--- src/rtl/voice_allocator.sv ---
// Polyphonic voice allocator: maps key press edges onto a small pool
// of oscillator voices, stealing the oldest voice when all are busy.
module voice_allocator #(
  parameter int NUM_VOICES = 4,
  parameter int AGE_W      = 4
) (
  input  logic                    CLK,
  input  logic                    RESET,
  input  logic                    Enable,
  input  logic [7:0]              keys,
  output logic [NUM_VOICES-1:0]   voice_gate,
  output logic [3*NUM_VOICES-1:0] voice_note,
  output logic [NUM_VOICES-1:0]   voice_trig,
  output logic                    steal
);

  localparam logic [AGE_W-1:0] AGE_MAX = {AGE_W{1'b1}};
  localparam logic [AGE_W-1:0] AGE_ONE = AGE_W'(1);

  logic [7:0]                       keys_q;
  logic [7:0]                       pending_q;
  logic [NUM_VOICES-1:0]            gate_q;
  logic [NUM_VOICES-1:0][2:0]       note_q;
  logic [NUM_VOICES-1:0][AGE_W-1:0] age_q;
  logic [NUM_VOICES-1:0]            trig_q;
  logic                             steal_q;

  logic [7:0]                       rise;
  logic [7:0]                       fall;
  logic [7:0]                       cand;
  logic [NUM_VOICES-1:0]            gate_rel;
  logic                             found;
  logic [2:0]                       key_k;
  logic                             has_free;
  logic [2:0]                       free_v;
  logic [2:0]                       old_v;
  logic [AGE_W-1:0]                 old_age;
  logic [2:0]                       tgt;

  logic [7:0]                       pending_d;
  logic [NUM_VOICES-1:0]            gate_d;
  logic [NUM_VOICES-1:0][2:0]       note_d;
  logic [NUM_VOICES-1:0][AGE_W-1:0] age_d;
  logic [NUM_VOICES-1:0]            trig_d;
  logic                             steal_d;

  always_comb begin
    rise = keys & ~keys_q;
    fall = ~keys & keys_q;
    cand = (pending_q | rise) & keys;
    for (int v = 0; v < NUM_VOICES; v++)
      gate_rel[v] = gate_q[v] & ~fall[note_q[v]];
  end

  always_comb begin
    found = 1'b0;
    key_k = 3'd0;
    for (int i = 0; i < 8; i++) begin
      if (!found && cand[i]) begin
        found = 1'b1;
        key_k = 3'(i);
      end
    end
  end

  // Voices freed by release this edge count as free before any steal.
  always_comb begin
    has_free = 1'b0;
    free_v   = 3'd0;
    for (int v = 0; v < NUM_VOICES; v++) begin
      if (!has_free && !gate_rel[v]) begin
        has_free = 1'b1;
        free_v   = 3'(v);
      end
    end
  end

  always_comb begin
    old_v   = 3'd0;
    old_age = age_q[0];
    for (int v = 1; v < NUM_VOICES; v++) begin
      if (age_q[v] > old_age) begin
        old_v   = 3'(v);
        old_age = age_q[v];
      end
    end
    tgt = has_free ? free_v : old_v;
  end

  always_comb begin
    pending_d = cand;
    gate_d    = gate_rel;
    note_d    = note_q;
    age_d     = age_q;
    trig_d    = '0;
    steal_d   = 1'b0;
    if (found) begin
      pending_d = cand & ~(8'b1 << key_k);
      steal_d   = ~has_free;
      for (int v = 0; v < NUM_VOICES; v++) begin
        if (3'(v) == tgt) begin
          gate_d[v] = 1'b1;
          note_d[v] = key_k;
          age_d[v]  = '0;
          trig_d[v] = 1'b1;
        end else if (gate_rel[v] && age_q[v] != AGE_MAX) begin
          age_d[v] = age_q[v] + AGE_ONE;
        end
      end
    end
    if (!Enable) begin
      pending_d = '0;
      gate_d    = '0;
      note_d    = note_q;
      age_d     = age_q;
      trig_d    = '0;
      steal_d   = 1'b0;
    end
  end

  always_ff @(posedge CLK) begin
    if (RESET) begin
      keys_q    <= '0;
      pending_q <= '0;
      gate_q    <= '0;
      note_q    <= '0;
      age_q     <= '0;
      trig_q    <= '0;
      steal_q   <= 1'b0;
    end else begin
      keys_q    <= keys;
      pending_q <= pending_d;
      gate_q    <= gate_d;
      note_q    <= note_d;
      age_q     <= age_d;
      trig_q    <= trig_d;
      steal_q   <= steal_d;
    end
  end

  assign voice_gate = gate_q;
  assign voice_note = note_q;
  assign voice_trig = trig_q;
  assign steal      = steal_q;

endmodule

--- config.mk ---
export PLATFORM = sky130hd
export DESIGN_NAME = voice_allocator
export DESIGN_NICKNAME = d
export VERILOG_FILES = /design/src/rtl/voice_allocator.sv
export SDC_FILE = /design/constraint.sdc
export NUM_CORES = 1
export LEC_CHECK = 0
export BUFFER_PORTS_ARGS = -buffer_cell sky130_fd_sc_hd__clkbuf_2
export CAP_MARGIN = 30
export CORE_UTILIZATION = 55
export CTS_BUF_LIST = sky130_fd_sc_hd__clkbuf_8 sky130_fd_sc_hd__clkbuf_16
export DETAILED_ROUTE_END_ITERATION = 10
export GPL_TIMING_DRIVEN = 1
export MAX_ROUTING_LAYER = met4
export PLACE_DENSITY = 0.84
export SLEW_MARGIN = 20
export SYNTH_ARGS = -nofsm -noshare
export SYNTH_HDL_FRONTEND = slang
export SYNTH_SLANG_ARGS = --single-unit
--- constraint.sdc ---
create_clock -name CLK -period 9.8 [get_ports CLK]
set_input_delay 1.47 -clock CLK [delete_from_list [all_inputs] [get_ports CLK]]
set_output_delay 1.47 -clock CLK [all_outputs]
set_load 0.05 [all_outputs]
==> impl_results.md <==
* Max-slew headroom at 34.2%
* Required time worst endpoint at 9.96 ns
* Commonest non-fill, non-tap cell in the layout: dfxtp_1
* Final nets at 386
* Crit-path cells: inv_1, ha_1, and4_1, a21oi_2, nor2_1, a21oi_1, ha_1, nor2b_1, o21a_1, nor3_1, nor2_1, mux2_2, ha_1, a21oi_1, a21oi_1, or2_4, o41a_4, or2_1, mux2i_1, nor2_1
* Worst-path clk slew at 0.10 ns
* Setup TNS at 0 ns
* 1st-pass router iterations at 4
* CP Data Arrival Time at 5.27 ns
* Vias in the first global route at 2391
* Clock Sinks at 53
* Largest net degree at the start of global routing at 46
* CP Class: reg2reg
* Sequential standard cell area at 1060 um2
* Share of post-route cells with drive strength above 1 at 17.5%
* Initial antenna violation count at 0
* Die Wd at 76.3 um
* DPL Wire Length at 4.96 mm
* Cell Area, Synth at 3040 um2
* Drt drc at 0
* Buffers on Ports at 31
* Final hold vios at 0
* FP Rows at 26
* Die height at 76.3 um
* CP Launch Type: flip-flop
* GR Util All Layers at 25.2%
* Number of flops mapped to enable cells by yosys at 0
* Slew @ Worst Pin at 0.987 ns
* RSZ-0062 raised after global routing: false
* Yosys warning total at 0
* Most frequent cells in the layout: dfxtp_1, nor2_1, clkbuf_2, nand2_1, nor2b_1
* Final Critical Period at 5.10 ns
* Post-synthesis sequential area ratio at 35.0%
* Via count at 2503
* Final Wtd Congestion at 0.858
* Synth top area cells: dfxtp_1, ha_1, nor2b_1
* Final Max Tran Viols at 0
* DR vias/cell at 5.82
* First-pass GRT wire length at 11.4 mm
* Post-route ant nets at 0
* Core area at 5200 um2
* Post-CTS sizing at 0
* Worst-path fanout max at 9
* Yosys top cell area share at 35.0%
* Hold slack at 0.556 ns
* Ratio of final minimum period to clock period at 52.1%
* Yosys cell types at 68
* Die footprint at 5820 um2
* Post-synth top area cell: dfxtp_1
* Worst Skew at 0.0110 ns
* Final Setup Violations at 0
* Pleak at 0.00128 uW
* TritonCTS clock tree: built
* Status: finished, final reports clean
* #FFs+latches synth at 53
* Max-cap violation count at 0
* Area Overhead vs Synth at 10.3%
* Synth Net Count at 358
* Routed wire length per instance at 15.8 um
* Post-synthesis cell count at 331
* Initial core utilization at 58.3%
* Area of the multi-input gates at 1870 um2
* Clk_lat worst skew at 0.31 ns
* Num CTS Buffers at 5
* Worst VDD drop at 103 uV
* CTS Hold Bufs at 0
* Largest stage delay, worst path at 0.45 ns
* Total detailed-routing wirelength at 6.79 mm
* Ys flop type: dfxtp_1
* Grt ovf at 0
* Starting DRC count in detailed routing at 159
* Fill cells at 444
* Pwr/cell area at 131 nW/um2
* Maximum clock path buffer count at 2
* # diodes at 0
* Post-synth ARST share at 0%
* IO Pins at 32
* Root Driver: clkbuf_8
* Slowest cell on the critical path: o41a_4
* Critical Path Sink Type: flip-flop
* Setup bufs post-CTS at 0
* Syn Area/Cell at 9.17 um2
* Fmax at 196 MHz
* Min-Delay Path Class: reg2reg
* H-tree Lvls at 2
[cell usage after synthesis (3+ instances only)]
library cell	instances
nor2b_1	22
dfxtp_1	53
mux2i_1	13
o21ai_0	7
a21oi_1	15
nor2_1	33
buf_2	3
ha_1	16
inv_1	12
nand4_1	5
o31ai_1	3
and2b_1	3
xor2_1	3
mux2_2	4
nor3_1	15
clkbuf_1	6
a22oi_1	4
nand2b_1	12
and2_1	5
a211oi_1	4
nand2_1	24
nand3_1	7
[final cells by class]
| type | count | share of cell area (%) |
|---|---|---|
| multi-input combinational | 255 | 55.9 |
| sequential | 53 | 31.7 |
| timing repair buffer | 32 | 4.86 |
| tap | 70 | 2.61 |
| clock buffer | 6 | 2.47 |
| inverter | 12 | 1.34 |
| clock inverter | 2 | 1.12 |
[power by group]
part	leakage, uW	total (uW)	switching [uW]	internal, uW
logic	0.000796	56.2	36.0	20.3
registers	0.000431	225	4.26	221
clock network	0.0000574	157	74.2	83.2
total	0.00128	438	114	324
[registers in the layout (all words and copies together) (netlist names)]
signal,cells
steal,1
keys_q,8
pending_q,8
voice_trig,4
voice_note,12
age_q,16
voice_gate,4
[routing by layer]
metal / global-route usage (%) / part of all wire [%] / up-vias
met3: 4.07 / 4.4 / 7
met4: 7.50 / 0.90 / 0
li1: - / - / 1256
met1: 34.1 / 50 / 1171
met2: 38.6 / 45 / 69
met5: - / 0 / -
[critical path: cells and delay by family, from the launching register on]
| family | cells | cell delay (ns) |
|---|---|---|
| AND/OR/NAND/NOR | 8 | 1.65 |
| flip-flops | 1 | 0.36 |
| multiplexers | 2 | 0.51 |
| buffers and inverters | 1 | 0.11 |
| adder cells (fa/ha/maj) | 3 | 0.93 |
| AO/OA/AOI/OAI | 6 | 1.39 |
[cells by family (layout without fill, tap and decap cells)]
group	after synthesis	in the layout	synth area share [%]
flops	53	53	35.0
mux	20	20	8.12
other cells	1	1	0.124
xor+xnor	5	5	1.44
fa+ha+maj	16	16	6.60
buf+inv	23	52	3.34
simple gates	149	149	27.6
compound gates	64	64	17.8
[final timing paths]
kind	start	end	slack, ns	cells after the start
min reg2reg	age_q[6]	age_q[6]	0.56	2
max	age_q[3]	voice_note[2]	4.70	20
max reg2reg	age_q[3]	voice_note[2]	4.70	20
min	age_q[6]	age_q[6]	0.56	2
[through the flow]
stage / utilization (%) / cell area [um2] / total power (uW) / worst slack, ns / std cells
5_1_grt: 64.4 / 3350 / 454 / 4.26 / 430
3_3_place_gp: 62.0 / 3230 / 284 / 4.97 / 422
3_5_place_dp: 62.0 / 3230 / 285 / 4.79 / 422
2_1_floorplan: - / 3040 / 272 / 5.19 / 331
4_1_cts: 64.4 / 3350 / 441 / 4.76 / 430
6_report: 64.4 / 3350 / 438 / 4.70 / 430
Note: power is estimated with default switching activity, not from simulation.
